$ cat config.mk
export PLATFORM = sky130hd
export DESIGN_NAME = pwm_meas_flat
export DESIGN_NICKNAME = d
export VERILOG_FILES = /design/src/rtl/pwm_pkg.sv /design/src/rtl/pwm_meas_if.sv /design/src/rtl/pwm_meas_sync_edge.sv /design/src/rtl/pwm_meas.sv /design/src/flat_wrapper.sv
export SDC_FILE = /design/constraint.sdc
export NUM_CORES = 1
export LEC_CHECK = 0
export ABC_CLOCK_PERIOD_IN_PS = 2300
export CAP_MARGIN = 20
export CORE_ASPECT_RATIO = 0.8
export CORE_MARGIN = 2
export CORE_UTILIZATION = 50
export DETAILED_ROUTE_END_ITERATION = 12
export GPL_TIMING_DRIVEN = 0
export PLACE_DENSITY = 0.79
export SLEW_MARGIN = 20
export SYNTH_ARGS = -nofsm -noshare
export SYNTH_HDL_FRONTEND = slang
export SYNTH_SLANG_ARGS = --single-unit
$ cat constraint.sdc
create_clock -name sclk -period 2.3 [get_ports sclk]
set_clock_uncertainty 0.05 [all_clocks]
set_input_delay 0.23 -clock sclk [delete_from_list [all_inputs] [get_ports sclk]]
set_output_delay 0.23 -clock sclk [all_outputs]
set_load 0.03 [all_outputs]
$ cat src/rtl/pwm_pkg.sv
// Shared definitions for the pwm drive block and its measurement front end:
// counter width default, FSM encodings and the bridge leg mapping.
package pwm_pkg;

  localparam int DEF_CNT_W = 16;

  typedef enum logic [1:0] {
    ST_IDLE      = 2'd0,
    ST_WAIT_RISE = 2'd1,
    ST_MEASURE   = 2'd2
  } meas_state_e;

  // pwm's direct=1 switches MA[0]; direct=0 switches MA[1].
  localparam int LEG_FWD = 0;
  localparam int LEG_REV = 1;

  function automatic logic leg_to_dir(input logic leg);
    return (leg == LEG_FWD[0]);
  endfunction

endpackage

$ cat src/rtl/pwm_meas_if.sv
// Measurement bus between pwm_meas (master) and its consumer (slave).
// Handshake: meas_vld is a one-cycle pulse with no ready; the consumer must
// capture period/high_time/dir/stall/stall_lvl in that cycle. Values hold otherwise.
interface pwm_meas_if #(parameter int CNT_W = 16) ();
  import pwm_pkg::*;

  logic             enable;
  logic [1:0]       ma_in;
  logic [CNT_W-1:0] period;
  logic [CNT_W-1:0] high_time;
  logic             dir;
  logic             meas_vld;
  logic             stall;
  logic             stall_lvl;
  logic             fault;
  meas_state_e      state;

  modport master (
    input  enable, ma_in,
    output period, high_time, dir, meas_vld, stall, stall_lvl, fault, state
  );

  modport slave (
    output enable, ma_in,
    input  period, high_time, dir, meas_vld, stall, stall_lvl, fault, state
  );

endinterface

$ cat src/rtl/pwm_meas_sync_edge.sv
// Two-flop synchronizer plus an edge register for one bridge leg;
// lvl_o is the synchronized level, rise_o/fall_o are one-cycle edge strobes.
module sync_edge (
  input  logic clk_i,
  input  logic rst_ni,
  input  logic d_i,
  output logic lvl_o,
  output logic rise_o,
  output logic fall_o
);

  logic s1_q, s2_q, s3_q;

  always_ff @(posedge clk_i or negedge rst_ni) begin
    if (!rst_ni) begin
      s1_q <= 1'b0;
      s2_q <= 1'b0;
      s3_q <= 1'b0;
    end else begin
      s1_q <= d_i;
      s2_q <= s1_q;
      s3_q <= s2_q;
    end
  end

  assign lvl_o  = s2_q;
  assign rise_o = s2_q & ~s3_q;
  assign fall_o = ~s2_q & s3_q;

endmodule

$ cat src/rtl/pwm_meas.sv
// PWM measurement front end for the H-bridge pair: recovers direction,
// measures period/high time, and flags stall and shoot-through.
module pwm_meas
  import pwm_pkg::*;
#(
  parameter int CNT_W       = DEF_CNT_W,
  parameter int TIMEOUT_CYC = 50000
) (
  input  logic        sclk,
  input  logic        s_rst_n,
  pwm_meas_if.master  bus
);

  localparam logic [CNT_W-1:0] TIMEOUT_V = TIMEOUT_CYC[CNT_W-1:0];
  localparam logic [CNT_W-1:0] CNT_ONE   = {{(CNT_W-1){1'b0}}, 1'b1};

  logic [1:0] lvl, rise, fall;

  sync_edge u_sync0 (
    .clk_i (sclk), .rst_ni (s_rst_n), .d_i (bus.ma_in[0]),
    .lvl_o (lvl[0]), .rise_o (rise[0]), .fall_o (fall[0])
  );

  sync_edge u_sync1 (
    .clk_i (sclk), .rst_ni (s_rst_n), .d_i (bus.ma_in[1]),
    .lvl_o (lvl[1]), .rise_o (rise[1]), .fall_o (fall[1])
  );

  meas_state_e      state_q;
  logic [CNT_W-1:0] cnt_q, cnt_d, hi_q;
  logic [CNT_W-1:0] period_q, high_q;
  logic             act_q, dir_q, vld_q, stall_q, stall_lvl_q, fault_q;
  logic             shoot;

  assign cnt_d = (&cnt_q) ? cnt_q : cnt_q + CNT_ONE;
  assign shoot = (&lvl) | (&rise);

  always_ff @(posedge sclk or negedge s_rst_n) begin
    if (!s_rst_n) begin
      state_q     <= ST_IDLE;
      cnt_q       <= '0;
      hi_q        <= '0;
      act_q       <= LEG_REV[0];
      period_q    <= '0;
      high_q      <= '0;
      dir_q       <= 1'b0;
      vld_q       <= 1'b0;
      stall_q     <= 1'b0;
      stall_lvl_q <= 1'b0;
      fault_q     <= 1'b0;
    end else begin
      vld_q <= 1'b0;
      if (!bus.enable) begin
        state_q <= ST_IDLE;
        cnt_q   <= '0;
        fault_q <= 1'b0;
      end else if (shoot) begin
        // Abort whatever was in flight; no measurement is reported.
        fault_q <= 1'b1;
        state_q <= ST_WAIT_RISE;
        cnt_q   <= '0;
      end else begin
        case (state_q)
          ST_IDLE: begin
            state_q <= ST_WAIT_RISE;
            cnt_q   <= '0;
          end
          ST_WAIT_RISE: begin
            if (rise[0] ^ rise[1]) begin
              act_q   <= rise[1];
              cnt_q   <= CNT_ONE;
              state_q <= ST_MEASURE;
            end else if (cnt_q == TIMEOUT_V) begin
              // Still static after a stall: keep reporting once per timeout.
              period_q    <= '0;
              high_q      <= '0;
              stall_q     <= 1'b1;
              stall_lvl_q <= lvl[act_q];
              vld_q       <= 1'b1;
              cnt_q       <= CNT_ONE;
            end else begin
              cnt_q <= cnt_d;
            end
          end
          ST_MEASURE: begin
            if (rise[act_q]) begin
              period_q <= cnt_q;
              high_q   <= hi_q;
              dir_q    <= leg_to_dir(act_q);
              stall_q  <= 1'b0;
              vld_q    <= 1'b1;
              cnt_q    <= CNT_ONE;
            end else if (rise[~act_q]) begin
              act_q <= ~act_q;
              cnt_q <= CNT_ONE;
            end else if (cnt_q == TIMEOUT_V) begin
              period_q    <= '0;
              high_q      <= '0;
              stall_q     <= 1'b1;
              stall_lvl_q <= lvl[act_q];
              vld_q       <= 1'b1;
              cnt_q       <= CNT_ONE;
              state_q     <= ST_WAIT_RISE;
            end else begin
              cnt_q <= cnt_d;
              if (fall[act_q]) hi_q <= cnt_q;
            end
          end
          default: begin
            state_q <= ST_IDLE;
            cnt_q   <= '0;
          end
        endcase
      end
    end
  end

  assign bus.period    = period_q;
  assign bus.high_time = high_q;
  assign bus.dir       = dir_q;
  assign bus.meas_vld  = vld_q;
  assign bus.stall     = stall_q;
  assign bus.stall_lvl = stall_lvl_q;
  assign bus.fault     = fault_q;
  assign bus.state     = state_q;

endmodule

$ cat src/flat_wrapper.sv
// flat-port wrapper written by rule: the top's interface ports become plain ports
module pwm_meas_flat import pwm_pkg::*;
#(
  parameter int CNT_W       = DEF_CNT_W,
  parameter int TIMEOUT_CYC = 50000
)
  (sclk, s_rst_n, bus_enable, bus_ma_in, bus_period, bus_high_time, bus_dir, bus_meas_vld, bus_stall, bus_stall_lvl, bus_fault, bus_state);
  pwm_meas_if #(.CNT_W(CNT_W)) bus_i ();
  input  logic sclk;
  input  logic s_rst_n;
  input wire logic [$bits(bus_i.enable)-1:0] bus_enable;
  input wire logic [$bits(bus_i.ma_in)-1:0] bus_ma_in;
  output wire logic [$bits(bus_i.period)-1:0] bus_period;
  output wire logic [$bits(bus_i.high_time)-1:0] bus_high_time;
  output wire logic [$bits(bus_i.dir)-1:0] bus_dir;
  output wire logic [$bits(bus_i.meas_vld)-1:0] bus_meas_vld;
  output wire logic [$bits(bus_i.stall)-1:0] bus_stall;
  output wire logic [$bits(bus_i.stall_lvl)-1:0] bus_stall_lvl;
  output wire logic [$bits(bus_i.fault)-1:0] bus_fault;
  output wire logic [$bits(bus_i.state)-1:0] bus_state;
  assign bus_i.enable = bus_enable;
  assign bus_i.ma_in = bus_ma_in;
  assign bus_period = bus_i.period;
  assign bus_high_time = bus_i.high_time;
  assign bus_dir = bus_i.dir;
  assign bus_meas_vld = bus_i.meas_vld;
  assign bus_stall = bus_i.stall;
  assign bus_stall_lvl = bus_i.stall_lvl;
  assign bus_fault = bus_i.fault;
  assign bus_state = bus_i.state;
  pwm_meas #(.CNT_W(CNT_W), .TIMEOUT_CYC(TIMEOUT_CYC)) u_core (.sclk(sclk), .s_rst_n(s_rst_n), .bus(bus_i));
endmodule
==> impl_metrics.prom <==
# TYPE chip_impl_metric gauge
chip_impl_info{name="result_of_the_run",value="finished clean"} 1
chip_impl_metric{name="report.final.slew_viol_count",unit=""} 0
chip_impl_metric{name="detail_route.drc_violations",unit=""} 0
chip_impl_info{name="grt_setup_unrepaired",value="no"} 1
chip_impl_metric{name="area.growth.synth_to_final",unit="%"} 22.8
chip_impl_metric{name="max-vdd-ir-drop",unit="mV"} 0.410
chip_impl_metric{name="drv_cap",unit=""} 0
chip_impl_metric{name="path_clk_slew",unit="ps"} 90
chip_impl_metric{name="synthSimpleGateAreaFrac",unit=""} 0.164
chip_impl_metric{name="finalHoldViolations",unit=""} 0
chip_impl_metric{name="yosysWarnings",unit=""} 0
chip_impl_metric{name="p_per_cell_area",unit="nW/um^2"} 749
chip_impl_metric{name="detailed_place_hpwl",unit="microns"} 5580
chip_impl_metric{name="antenna_violating_nets_post_route",unit=""} 0
chip_impl_metric{name="max_slew_headroom",unit=""} 0.671
chip_impl_metric{name="grt_remaining_overflow",unit=""} 0
chip_impl_metric{name="place.gp.congestion",unit=""} 0.897
chip_impl_metric{name="synthesis.area",unit="sq um"} 3740
chip_impl_metric{name="route.detailed.wl_per_inst",unit="microns"} 16.2
chip_impl_metric{name="async_flop_share",unit=""} 1.00
chip_impl_metric{name="grt_antenna_before_repair",unit=""} 0
chip_impl_metric{name="critPathRequiredTime",unit="ps"} 2540
chip_impl_metric{name="layout.cells.non_filler",unit=""} 507
chip_impl_info{name="synth_flop_cell",value="dfrtp_1"} 1
chip_impl_metric{name="syn_inst",unit=""} 352
chip_impl_metric{name="floorplan.initialDensity",unit=""} 0.511
chip_impl_info{name="worstPathCellList",value="inv_1, ha_2, buf_2, nor2_1, o21ai_0, nand3_1, buf_2, a21oi_1"} 1
chip_impl_metric{name="synth_area_per_cell",unit="sq um"} 10.6
chip_impl_metric{name="synth-xor-area-share",unit=""} 0.0308
chip_impl_metric{name="postRouteWirelength",unit="microns"} 8220
chip_impl_metric{name="maxClockFrequency",unit="MHz"} 464
chip_impl_metric{name="number_of_nets_in_the_final_layout",unit=""} 423
chip_impl_metric{name="seq_area_frac_synth",unit=""} 0.522
chip_impl_metric{name="dp_slack",unit="ps"} 24.7
chip_impl_metric{name="detail_route.first_pass.iterations",unit=""} 4
chip_impl_metric{name="first_global_vias",unit=""} 2683
chip_impl_metric{name="total_nets_after_synthesis",unit=""} 363
chip_impl_metric{name="grt_pass1_wl",unit="microns"} 13300
chip_impl_metric{name="detailedRoute.firstIterationViolations",unit=""} 179
chip_impl_metric{name="fraction_of_layout_cells_with_a_size_suffix_above_1",unit=""} 0.197
chip_impl_metric{name="vias_per_cell",unit=""} 5.72
chip_impl_metric{name="max_stage_delay",unit="ps"} 440
chip_impl_metric{name="synth-seq-cells",unit=""} 78
chip_impl_metric{name="edff_count_synth",unit=""} 0
chip_impl_metric{name="cts_sinks",unit=""} 78
chip_impl_metric{name="diodes",unit=""} 0
chip_impl_metric{name="die_x",unit="microns"} 101
chip_impl_metric{name="grtUsageTotal",unit=""} 0.214
chip_impl_info{name="crit_path_end_kind",value="flip-flop"} 1
chip_impl_metric{name="cts-buffers-inserted",unit=""} 9
chip_impl_info{name="combinational_family_with_the_most_area_after_synthesis",value="compound AO/OA/AOI/OAI gates"} 1
chip_impl_metric{name="worst_pin_slew",unit="ps"} 489
chip_impl_metric{name="yosys.cell_types.count",unit=""} 54
chip_impl_metric{name="setup_slack",unit="ps"} 144
chip_impl_metric{name="core_region_area",unit="sq um"} 7320
chip_impl_metric{name="leakage",unit="nW"} 2.06
chip_impl_metric{name="yosys-mux-area-fraction",unit=""} 0.0535
chip_impl_metric{name="critPathMaxFanout",unit=""} 10
chip_impl_metric{name="synthAdderAreaFrac",unit=""} 0.0201
chip_impl_info{name="worst_path_max_delay_cell",value="dfrtp_1"} 1
chip_impl_metric{name="clock_tree.htree_level_count",unit=""} 3
chip_impl_info{name="timing.hold.worst.class",value="input port to async pin"} 1
chip_impl_metric{name="seq_area",unit="sq um"} 1950
chip_impl_metric{name="arrival",unit="ps"} 2400
chip_impl_metric{name="boundaryPins",unit=""} 44
chip_impl_metric{name="route.vias.total",unit=""} 2898
chip_impl_metric{name="floorplan.rows",unit=""} 28
chip_impl_info{name="setup.worst_path.class",value="flip-flop to flip-flop"} 1
chip_impl_metric{name="synth-compound-area-share",unit=""} 0.169
chip_impl_info{name="worst_setup_path_start_kind",value="flip-flop"} 1
chip_impl_metric{name="area_taken_by_multi_input_logic_gates",unit="sq um"} 1650
chip_impl_metric{name="dp.cells",unit=""} 486
chip_impl_metric{name="buffer_ports.inserted",unit=""} 43
chip_impl_metric{name="filler_cell_count",unit=""} 583
chip_impl_metric{name="dieArea",unit="sq um"} 8190
chip_impl_info{name="cts_root_buffer",value="clkbuf_8"} 1
chip_impl_metric{name="dieHeight",unit="microns"} 81.4
chip_impl_info{name="critical_path.most_common_cell",value="buf_2"} 1
chip_impl_metric{name="clock_insertion_delay_worst_skew",unit="ps"} 360
chip_impl_metric{name="grt_start_max_net_pins",unit=""} 60
chip_impl_metric{name="finalSetupViolations",unit=""} 0
chip_impl_metric{name="clock_tree.buffer_depth",unit=""} 2
chip_impl_info{name="tritoncts",value="done"} 1
chip_impl_metric{name="period_minus_slack",unit="ps"} 2160
chip_impl_metric{name="finalCritPeriodShare",unit=""} 0.937
[cell type report]
| class | count | share of cell area |
|---|---|---|
| plain buffers | 21 | 0.0300 |
| clock buffers | 9 | 0.0270 |
| clock inverters | 7 | 0.0226 |
| inverters | 5 | 0.00408 |
| multi-input cells | 248 | 0.359 |
| flip-flops and latches | 78 | 0.425 |
| well taps | 90 | 0.0245 |
| repair buffers | 49 | 0.108 |
[cell usage after synthesis (2+ instances only)]
| cell | n | area share |
|---|---|---|
| o21ai_0 | 39 | 0.052 |
| and4_1 | 5 | 0.012 |
| dfrtp_1 | 77 | 0.52 |
| nand2_1 | 11 | 0.011 |
| a21oi_2 | 9 | 0.021 |
| xor2_1 | 6 | 0.014 |
| buf_4 | 4 | 0.0080 |
| ha_1 | 6 | 0.020 |
| nor3_1 | 5 | 0.0067 |
| a311oi_1 | 2 | 0.0047 |
| mux2_2 | 15 | 0.045 |
| xnor2_1 | 4 | 0.0094 |
| nand3_1 | 11 | 0.015 |
| inv_1 | 5 | 0.0050 |
| and2_1 | 2 | 0.0033 |
| a21oi_1 | 33 | 0.044 |
| a31oi_1 | 2 | 0.0033 |
| buf_6 | 4 | 0.012 |
| clkbuf_1 | 8 | 0.0080 |
| buf_2 | 5 | 0.0067 |
| and3_1 | 9 | 0.015 |
| a211oi_1 | 3 | 0.0060 |
| o211ai_1 | 2 | 0.0040 |
| and4bb_2 | 2 | 0.0067 |
| mux2i_1 | 2 | 0.0054 |
| nor2_1 | 52 | 0.052 |
| nand4_1 | 2 | 0.0033 |
[flip-flops by register name, summed over array words and instances, names as in the netlist, 2 cells and up]
register	count
u_core.bus.high_time	16
u_core.cnt_q	16
u_core.hi_q	16
u_core.bus.state	2
u_core.bus.period	16
[through the flow]
| stage | util | total power [mW] | setup TNS, ps | hold WS (ps) | cell area (sq um) |
|---|---|---|---|---|---|
| 2_1_floorplan | - | 2.00 | 0 | -116 | 3740 |
| 3_3_place_gp | 0.585 | 2.26 | -131090 | 282 | 4280 |
| 3_5_place_dp | 0.589 | 2.29 | 0 | 82.6 | 4310 |
| 4_1_cts | 0.621 | 3.46 | 0 | 235 | 4550 |
| 5_1_grt | 0.627 | 3.60 | 0 | 243 | 4590 |
| 6_report | 0.627 | 3.44 | 0 | 228 | 4590 |
[cells by family (layout without fill, tap and decap cells)]
group / count (synthesis) / count (layout)
XOR/XNOR: 11 / 11
adder cells (fa/ha/maj): 6 / 6
buffers and inverters: 27 / 91
flip-flops: 78 / 78
AND/OR/NAND/NOR: 111 / 111
AO/OA/AOI/OAI: 101 / 102
multiplexers: 18 / 18
[where the power goes]
| part | internal (mW) | switching, mW | total (mW) |
|---|---|---|---|
| Combinational | 0.288 | 0.435 | 0.723 |
| Sequential | 1.48 | 0.0701 | 1.55 |
| Clock | 0.624 | 0.547 | 1.17 |
[layout by cell type (no fill, tap or decap), types with 6 or more instances in the layout]
cell             instances
xor2_1                   6
dfrtp_1                 77
clkdlybuf4s50_1         42
nor2_1                  52
clkbuf_8                 9
a21oi_2                  9
clkbuf_2                 6
nand3_1                 11
buf_4                    9
o21ai_0                 39
and3_1                   9
nand2_1                 11
mux2_2                  15
a21oi_1                 33
[critical path, delay by kind of cell, from the launching register on]
family | cells | cell delay [ps]
flops | 1 | 440
compound gates | 2 | 320
simple gates | 2 | 340
fa+ha+maj | 1 | 280
buf+inv | 3 | 640
[path summary, 6_finish.rpt]
kind	start	to	slack, ps	cells past startpoint
setup / recovery	u_core.bus.state[0]	u_core.cnt_q[13]	140	8
hold / removal	s_rst_n	u_core.bus.high_time[4]	230	2
setup reg to reg	u_core.bus.state[0]	u_core.cnt_q[13]	140	8
hold reg to reg	u_core.u_sync1.s1_q	u_core.u_sync1.lvl_o	300	0
max in group asynchronous	s_rst_n	u_core.bus.period[7]	1410	3
min in group sclk	bus_ma_in[0]	u_core.u_sync0.s1_q	240	1
[repair_timing]
| item | 4_1_cts | 5_1_grt |
|---|---|---|
| resized for setup | 1 | 9 |
| endpoints found under the hold margin | 19 | 0 |
| endpoints found under the setup margin | 1 | 35 |
| hold buffers | 1 | 0 |
| gates cloned | 0 | 1 |
| setup buffers | 0 | 4 |
| pin swaps | 0 | 1 |
[per-layer routing]
layer | GRT usage | vias to the layer above | routed length [microns] | share of wire
met1 | 0.307 | 1415 | 3960 | 0.48
li1 | - | 1379 | - | -
met4 | 0.0740 | 0 | 163 | 0.020
met2 | 0.313 | 89 | 3570 | 0.43
met5 | 0 | - | 0 | 0
met3 | 0.0594 | 15 | 533 | 0.065
Power figures use the tool's default switching activity.
